==> config.mk <==
export PLATFORM = sky130hd
export DESIGN_NAME = chunked_subtractor_flat
export DESIGN_NICKNAME = d
export VERILOG_FILES = /design/src/rtl/chunked_subtractor_if.sv /design/src/rtl/chunked_subtractor.sv /design/src/flat_wrapper.sv
export SDC_FILE = /design/constraint.sdc
export NUM_CORES = 1
export LEC_CHECK = 0
export ABC_AREA = 0
export CORE_AREA = 2 2 108 58
export DETAILED_ROUTE_END_ITERATION = 16
export DIE_AREA = 0 0 110 60
export GPL_ROUTABILITY_DRIVEN = 0
export MAX_ROUTING_LAYER = met4
export PLACE_DENSITY = 0.77
export SKIP_CTS_REPAIR_TIMING = 1
export SYNTH_ARGS = -nofsm -noshare
export SYNTH_HDL_FRONTEND = slang
export SYNTH_SLANG_ARGS = --single-unit
==> constraint.sdc <==
create_clock -name clk -period 4.1 [get_ports clk]
set_clock_uncertainty 0.15 [all_clocks]
set_input_delay 0.615 -clock clk [delete_from_list [all_inputs] [get_ports clk]]
set_output_delay 0.615 -clock clk [all_outputs]
set_load 0.02 [all_outputs]
==> src/rtl/chunked_subtractor_if.sv <==
// rtl/chunked_subtractor_if.sv - operand/result handshake bundle for chunked_subtractor
// Purpose: groups the input (operands) and output (result) valid/ready channels.
// Ports:
//   in_valid, in_ready  - operand channel handshake
//   a, b, bin           - minuend, subtrahend, borrow in
//   out_valid, out_ready- result channel handshake
//   diff, bout, zero, ovf - difference, borrow out, zero flag, signed overflow
// Modports: master drives operands and out_ready; slave is the subtractor.
interface chunked_subtractor_if #(
   parameter int WIDTH = 16
);
   logic             in_valid;
   logic             in_ready;
   logic [WIDTH-1:0] a;
   logic [WIDTH-1:0] b;
   logic             bin;
   logic             out_valid;
   logic             out_ready;
   logic [WIDTH-1:0] diff;
   logic             bout;
   logic             zero;
   logic             ovf;

   modport master (
      output in_valid, a, b, bin, out_ready,
      input  in_ready, out_valid, diff, bout, zero, ovf
   );

   modport slave (
      input  in_valid, a, b, bin, out_ready,
      output in_ready, out_valid, diff, bout, zero, ovf
   );
endinterface

==> src/rtl/chunked_subtractor.sv <==
// rtl/chunked_subtractor.sv - multi-cycle a - b - bin, CHUNK bits per clock
// Purpose: computes diff = a - b - bin (mod 2^WIDTH) one CHUNK-wide slice per
//   cycle, rippling the borrow through a register; reports borrow out, zero
//   and signed overflow.
// Ports:
//   clk   - rising-edge clock
//   rst_n - asynchronous active-low reset
//   bus   - chunked_subtractor_if slave: operand and result handshakes
module chunked_subtractor #(
   parameter int WIDTH = 16,
   parameter int CHUNK = 4
) (
   input logic                 clk,
   input logic                 rst_n,
   chunked_subtractor_if.slave bus
);
   localparam int NCHUNK = WIDTH / CHUNK;
   localparam int IW     = (NCHUNK > 1) ? $clog2(NCHUNK) : 1;

   typedef enum logic [1:0] {IDLE, RUN, DONE} state_t;

   state_t           state;
   logic [WIDTH-1:0] a_q;
   logic [WIDTH-1:0] b_q;
   logic [WIDTH-1:0] diff_q;
   logic             borrow_q;
   logic [IW-1:0]    idx;
   logic             in_ready_q;
   logic             out_valid_q;
   logic             bout_q;
   logic             zero_q;
   logic             ovf_q;

   int               sel;
   logic [CHUNK-1:0] a_i;
   logic [CHUNK-1:0] b_i;
   logic [CHUNK-1:0] d_i;
   logic             bo_i;
   logic             bmsb_i;
   logic [WIDTH-1:0] diff_next;

   always_comb begin
      sel = int'(idx) * CHUNK;
      a_i = a_q[sel +: CHUNK];
      b_i = b_q[sel +: CHUNK];
      // One extra bit catches the borrow: a negative slice result wraps with its top bit set.
      {bo_i, d_i} = {1'b0, a_i} - {1'b0, b_i} - {{CHUNK{1'b0}}, borrow_q};
      // Bit-level identity d = a ^ b ^ borrow_in recovers the borrow entering the slice MSB,
      // which on the last slice is the borrow into the word MSB.
      bmsb_i = d_i[CHUNK-1] ^ a_i[CHUNK-1] ^ b_i[CHUNK-1];
      diff_next = diff_q;
      diff_next[sel +: CHUNK] = d_i;
   end

   always_ff @(posedge clk or negedge rst_n) begin
      if (!rst_n) begin
         state       <= IDLE;
         a_q         <= '0;
         b_q         <= '0;
         diff_q      <= '0;
         borrow_q    <= 1'b0;
         idx         <= '0;
         in_ready_q  <= 1'b1;
         out_valid_q <= 1'b0;
         bout_q      <= 1'b0;
         zero_q      <= 1'b0;
         ovf_q       <= 1'b0;
      end else begin
         case (state)
            IDLE: begin
               // in_ready is high throughout IDLE, so in_valid alone completes the handshake.
               if (bus.in_valid) begin
                  a_q        <= bus.a;
                  b_q        <= bus.b;
                  borrow_q   <= bus.bin;
                  idx        <= '0;
                  in_ready_q <= 1'b0;
                  state      <= RUN;
               end
            end
            RUN: begin
               diff_q   <= diff_next;
               borrow_q <= bo_i;
               if (idx == IW'(NCHUNK - 1)) begin
                  state       <= DONE;
                  out_valid_q <= 1'b1;
                  bout_q      <= bo_i;
                  zero_q      <= (diff_next == '0);
                  ovf_q       <= bmsb_i ^ bo_i;
               end else begin
                  idx <= idx + IW'(1);
               end
            end
            DONE: begin
               // in_ready rises only after this edge, so a result transfer never overlaps an accept.
               if (bus.out_ready) begin
                  out_valid_q <= 1'b0;
                  in_ready_q  <= 1'b1;
                  state       <= IDLE;
               end
            end
            default: state <= IDLE;
         endcase
      end
   end

   assign bus.in_ready  = in_ready_q;
   assign bus.out_valid = out_valid_q;
   assign bus.diff      = diff_q;
   assign bus.bout      = bout_q;
   assign bus.zero      = zero_q;
   assign bus.ovf       = ovf_q;
endmodule
==> src/flat_wrapper.sv <==
// flat-port wrapper written by rule: the top's interface ports become plain ports
module chunked_subtractor_flat 
#(
   parameter int WIDTH = 16,
   parameter int CHUNK = 4
)
  (clk, rst_n, bus_in_valid, bus_a, bus_b, bus_bin, bus_out_ready, bus_in_ready, bus_out_valid, bus_diff, bus_bout, bus_zero, bus_ovf);
  chunked_subtractor_if #(.WIDTH(WIDTH)) bus_i ();
  input logic clk;
  input logic rst_n;
  input wire logic [$bits(bus_i.in_valid)-1:0] bus_in_valid;
  input wire logic [$bits(bus_i.a)-1:0] bus_a;
  input wire logic [$bits(bus_i.b)-1:0] bus_b;
  input wire logic [$bits(bus_i.bin)-1:0] bus_bin;
  input wire logic [$bits(bus_i.out_ready)-1:0] bus_out_ready;
  output wire logic [$bits(bus_i.in_ready)-1:0] bus_in_ready;
  output wire logic [$bits(bus_i.out_valid)-1:0] bus_out_valid;
  output wire logic [$bits(bus_i.diff)-1:0] bus_diff;
  output wire logic [$bits(bus_i.bout)-1:0] bus_bout;
  output wire logic [$bits(bus_i.zero)-1:0] bus_zero;
  output wire logic [$bits(bus_i.ovf)-1:0] bus_ovf;
  assign bus_i.in_valid = bus_in_valid;
  assign bus_i.a = bus_a;
  assign bus_i.b = bus_b;
  assign bus_i.bin = bus_bin;
  assign bus_i.out_ready = bus_out_ready;
  assign bus_in_ready = bus_i.in_ready;
  assign bus_out_valid = bus_i.out_valid;
  assign bus_diff = bus_i.diff;
  assign bus_bout = bus_i.bout;
  assign bus_zero = bus_i.zero;
  assign bus_ovf = bus_i.ovf;
  chunked_subtractor #(.WIDTH(WIDTH), .CHUNK(CHUNK)) u_core (.clk(clk), .rst_n(rst_n), .bus(bus_i));
endmodule
Word level (Yosys, flattened, before mapping)
Cells that the tools add are included. Widths: inputs -> output; s select.

Word-level logic and storage cells: 57. Flip-flop bits (word level): 58. Output and inout bits: 21.

Bitwise gates (word level): 3. Reduce and logical (&&, ||, !) cells: 12. Shift-type cells: 4. Mux-type cells: 16. Eq/ne operators: 7. Add/subtract/negate cells: 4.

Operator list (count): $neg 4->33 (1); $shift 4x33->16 const A (1); $shiftx 4x33->16 (1); $shiftx 16x5->4 (2); $bwmux 16 (1); $logic_not 16->1 (1); $reduce_and 3->1 (4); $mux 2 (5); $ne 2x2->1 const B (3); $pmux 1 s2 (3); $pmux 2 s3 (1); $reduce_and 2->1 (3); $reduce_bool 2->1 (3); $mux 1 (5); $sub 4x4->5 (1); $sub 5x1->5 (1); $eq 2x2->1 const B (2); $pmux 2 s2 (1); $xor 1x1->1 (3); $add 2x1->2 const B (1); $eq 2x1->1 const B (1); $logic_not 2->1 (1); $ne 2x1->1 const B (1).

Longest topological paths before layout
Word-level depth: 6. Gate-level depth with buffers: 11. Mapped depth without buffers: 10.

Worst setup path after synthesis
Ideal clock, no wire load.

Kind: flip-flop to flip-flop. Start point: reg u_core.idx[0]. End point: reg u_core.ovf_q, in the netlist u_core.bus.ovf. Setup time: 0.125 ns. Buffers on the path: 1. Arrival time: 2.806 ns. Cell stages (with the launch flop): 11. Slack: 1.019 ns. Cell sequence: dfrtp_1 -> buf_2 -> mux4_2 -> fa_1 -> inv_1 -> fa_1 -> nand2_1 -> a21oi_1 -> xnor3_1 -> xnor2_1 -> o21ai_1.

Longest elaborated chain between the ends: 6. Elaborated cells between the ends (all ways): 9. Those cells by class: add/sub: 2; eq/ne: 1; shift: 2; bitwise: 3; reduce/logical: 1.

Ends and longest elaborated chain: start: declaration (RTL line chunked_subtractor.sv:27) `logic [IW-1:0] idx;`; start signal: assignment (RTL line chunked_subtractor.sv:91) `idx <= idx + IW'(1);`; $shiftx 16x5->4 (on tied branches) (RTL line chunked_subtractor.sv:44, chunked_subtractor.sv:45); $sub 4x4->5 (RTL line chunked_subtractor.sv:47) `{bo_i, d_i} = {1'b0, a_i} - {1'b0, b_i} - {{CHUNK{1'b0}}, borrow_q};`; $sub 5x1->5 (RTL line chunked_subtractor.sv:47); $xor 1x1->1 (2 in series) (RTL line chunked_subtractor.sv:50) `bmsb_i = d_i[CHUNK-1] ^ a_i[CHUNK-1] ^ b_i[CHUNK-1];`; $xor 1x1->1 (RTL line chunked_subtractor.sv:89) `ovf_q <= bmsb_i ^ bo_i;`; end signal: assignment (RTL line chunked_subtractor.sv:89); end: declaration (RTL line chunked_subtractor.sv:32) `logic ovf_q;`.

Several ways; a longest one is shown, not always the timed one. A chain may end at the register's enable or synchronous reset.

Worst setup path after layout
Same ends and word-level chain as after synthesis.

==> out/results.md <==
| Result | This run |
| --- | --- |
| Result of the run | complete, no violations |
| Standby leakage power | 1.556 nW |
| Timing-limited maximum frequency | 294.3 MHz |
| Slew Limit Headroom | 34.05% |
| Proportion of register bits with asynchronous set or reset after synthesis | 100.0% |
| Final routed wire length divided by cell count | 15.94 µm |
| Share of Yosys cell area claimed by the top area cell type | 51.61% |
| Final core occ | 62.58% |
| Vias in the first global route | 1790 |
| Final clock period utilization by the worst path | 82.89% |
| Pre-antenna DRT Iters | 4 |
| Max-cap violations | 0 |
| Kind of start point of the critical path | register |
| Port bufs | 57 |
| Simple-gate area share of the yosys netlist | 7.062% |
| Cell at the root of the clock tree | clkbuf_8 |
| Maximum number of pins on one net before global-route repair | 36 |
| CP arrival | 3460 ps |
| Main combinational cell family by area after synthesis | multiplexers |
| Synth unique cells | 33 |
| Setup-violating endpoint count in the final report | 0 |
| First-iteration detailed-routing DRC count | 57 |
| Seq/Total Area, Yosys | 52.56% |
| DRC Markers | 0 |
| Chip Height | 60 µm |
| Vias per cell | 5.270 |
| Endpoint kind of the worst setup timing path | register |
| Overall track demand over capacity in global routing | 20.25% |
| Path category of the worst min-delay check | in2async |
| Synthesized instance count | 214 |
| Number of top-level design ports | 58 |
| Layout cell share with drive strength beyond 1 | 10.99% |
| Overall via count from detail_route | 1892 |
| Power per Cell Area | 1001 nW/µm² |
| DPL Wire Length | 4274 µm |
| Number of slew-limit violations in the final report | 0 |
| Relative contribution of the clock network to total power | 12.7% |
| Die Outline Area | 6600 µm² |
| Clock tree from TritonCTS | built |
| Placeable core region | 5731 µm² |
| # clock sinks | 58 |
| Maximum fanout count along the critical path | 16 |
| Top cells by area, synth | dfrtp_1, mux2_1, mux4_2 |
| Synth warn | 0 |
| Final Hold Viols | 0 |
| Power dissipated by switching net loads | 0.001505 W |
| Setup repair after global routing missed its margin | false |
| Internal power summed over all cells | 0.002086 W |
| Number of cells in the design after placement | 344 |
| Worst setup path category | reg2reg |
| Most used standard cell by instance count after synthesis | dfrtp_1 |
| Nets | 327 |
| Final critical path time including I/O delays and setup | 3398 ps |
| Most used flip-flop cell after synthesis | dfrtp_1 |
| Complex-gate fraction of the synthesized area | 7.424% |
| Die X | 110 µm |
| Clk_lat worst skew | 330 ps |
| Setup TNS | 0 ps |
| Layout Area Growth over Synthesis | 29.74% |
| Proportion of power drawn by combinational gates | 57.9% |
| Number of levels in the clock H-tree | 3 |
| First-pass GRT wire length | 9211 µm |
| Site row count | 20 |
| Fraction of synthesized area in multiplexers | 21.10% |
| Parity-gate share of the synthesized area counting xor and xnor cells | 2.671% |
| Clock slew seen by the registers of the worst setup and hold paths | 70 ps |
| Number of enable-type register cells in the synthesized netlist | 0 |
| Number of clock buffers inserted by TritonCTS | 9 |
| Antenna Diode Count | 0 |
| Worst-case register-to-register setup slack | 700 ps |
| Adder and majority cell fraction of the synthesized area | 5.976% |
| Post-synth top cells | dfrtp_1, mux2_1, nand2_1 |
| Effective utilization at floorplan | 48.23% |
| Cell area after synthesis | 2764 µm² |
| Final Instance Count excl. Fillers | 359 |
| Antenna-violating nets left | 0 |
| Flip-flop and latch count after synthesis | 58 |
| Drt total wl | 5721 µm |
| Proportion of total power due to net switching | 41.90% |
| Antenna violations before repair | 0 |
| Nets in the synthesized netlist | 263 |
| Worst VDD drop | 0.5095 mV |
| Register share of total power | 29.4% |
| Avg Synthesized Cell Area | 12.92 µm² |
| Least-Margin Pin Slew | 986.9 ps |
| Post-synth top area cell | dfrtp_1 |
| Buffers from clock root to sink, at most | 2 |
| GRT overflow | 0 |
| Required time of the worst setup path | 4160 ps |
[stage by stage]
| step | worst slack, ps | power [W] | hold WS (ps) | cell area, µm² |
|---|---|---|---|---|
| global route | 488.6 | 0.003855 | 257.9 | 3586 |
| detailed placement | 709.4 | 0.003134 | 321.0 | 3416 |
| finish | 701.7 | 0.003591 | 202.1 | 3586 |
| global placement | 779.0 | 0.003076 | 314.6 | 3416 |
| CTS | 691.6 | 0.003604 | 214.5 | 3586 |
| floorplan | 1019 | 0.002541 | 169.4 | 2764 |
[path summary, 6_finish.rpt]
path,from,endpoint,cells after the start
hold reg to reg,u_core.a_q[15],u_core.a_q[15],1
max in group asynchronous,rst_n,u_core.bus.in_ready,2
hold / removal,rst_n,u_core.b_q[1],1
setup reg to reg,u_core.idx[0],u_core.bus.ovf,9
setup / recovery,u_core.idx[0],u_core.bus.ovf,9
min in group clk,u_core.a_q[15],u_core.a_q[15],1
[layout make-up]
| class | instances | area [µm²] |
|---|---|---|
| well taps | 77 | 96.34 |
| flip-flops and latches | 58 | 1453 |
| repair buffers | 58 | 573.1 |
| inverters | 17 | 63.81 |
| clock inverters | 3 | 15.01 |
| fillers | 481 | 2145 |
| multi-input cells | 134 | 1230 |
| clock buffers | 12 | 155.1 |
[critical path, stage by stage (launching register included)]
cell	delay (ps)
dfrtp_1	870
mux4_2	610
fa_1	410
inv_1	100
fa_1	210
nand2_1	60
a21oi_1	270
xnor3_1	390
xnor2_1	140
o21ai_1	70
[sequential cells by signal (all words and copies together), names as in the netlist]
name and count:
u_core.a_q 16, u_core.b_q 16, u_core.borrow_q 1, u_core.bus.bout 1, u_core.bus.diff 16, u_core.bus.in_ready 1, u_core.bus.out_valid 1, u_core.bus.ovf 1
u_core.bus.zero 1, u_core.idx 2, u_core.state 2
[kinds of logic after synthesis]
family,after synthesis
AND/OR/NAND/NOR,41
adder cells (fa/ha/maj),12
flip-flops,58
buffers and inverters,22
XOR/XNOR,6
AO/OA/AOI/OAI,31
multiplexers,44
[power groups by stage]
stage	combinational, W	clock (W)	sequential [W]
after floorplan	0.00148	0	0.00106
after global placement	0.00202	0	0.00106
after detailed placement	0.00207	0	0.00106
after CTS	0.00208	0.000470	0.00105
after global routing	0.00226	0.000499	0.00110
final	0.00208	0.000457	0.00105
[cell usage in the layout (no fill, tap or decap), drive strengths merged, types with 5 or more instances in the layout]
cell type      count
clkbuf            12
inv               17
a21oi              5
nand2             18
nor2               6
nor4               6
dfrtp             57
mux4               8
ha                10
clkdlybuf4s50     56
o21ai             11
mux2              34
a22o              10
[per-layer routing]
layer	GRT usage [%]	part of all wire (%)	up-vias	wire length, µm
met3	6.761	6.2	10	354
met1	29.65	54	933	3072
li1	-	-	893	-
met5	-	0	-	0
met2	26.12	39	56	2234
met4	6.510	1.0	0	59
Power figures use the tool's default switching activity.
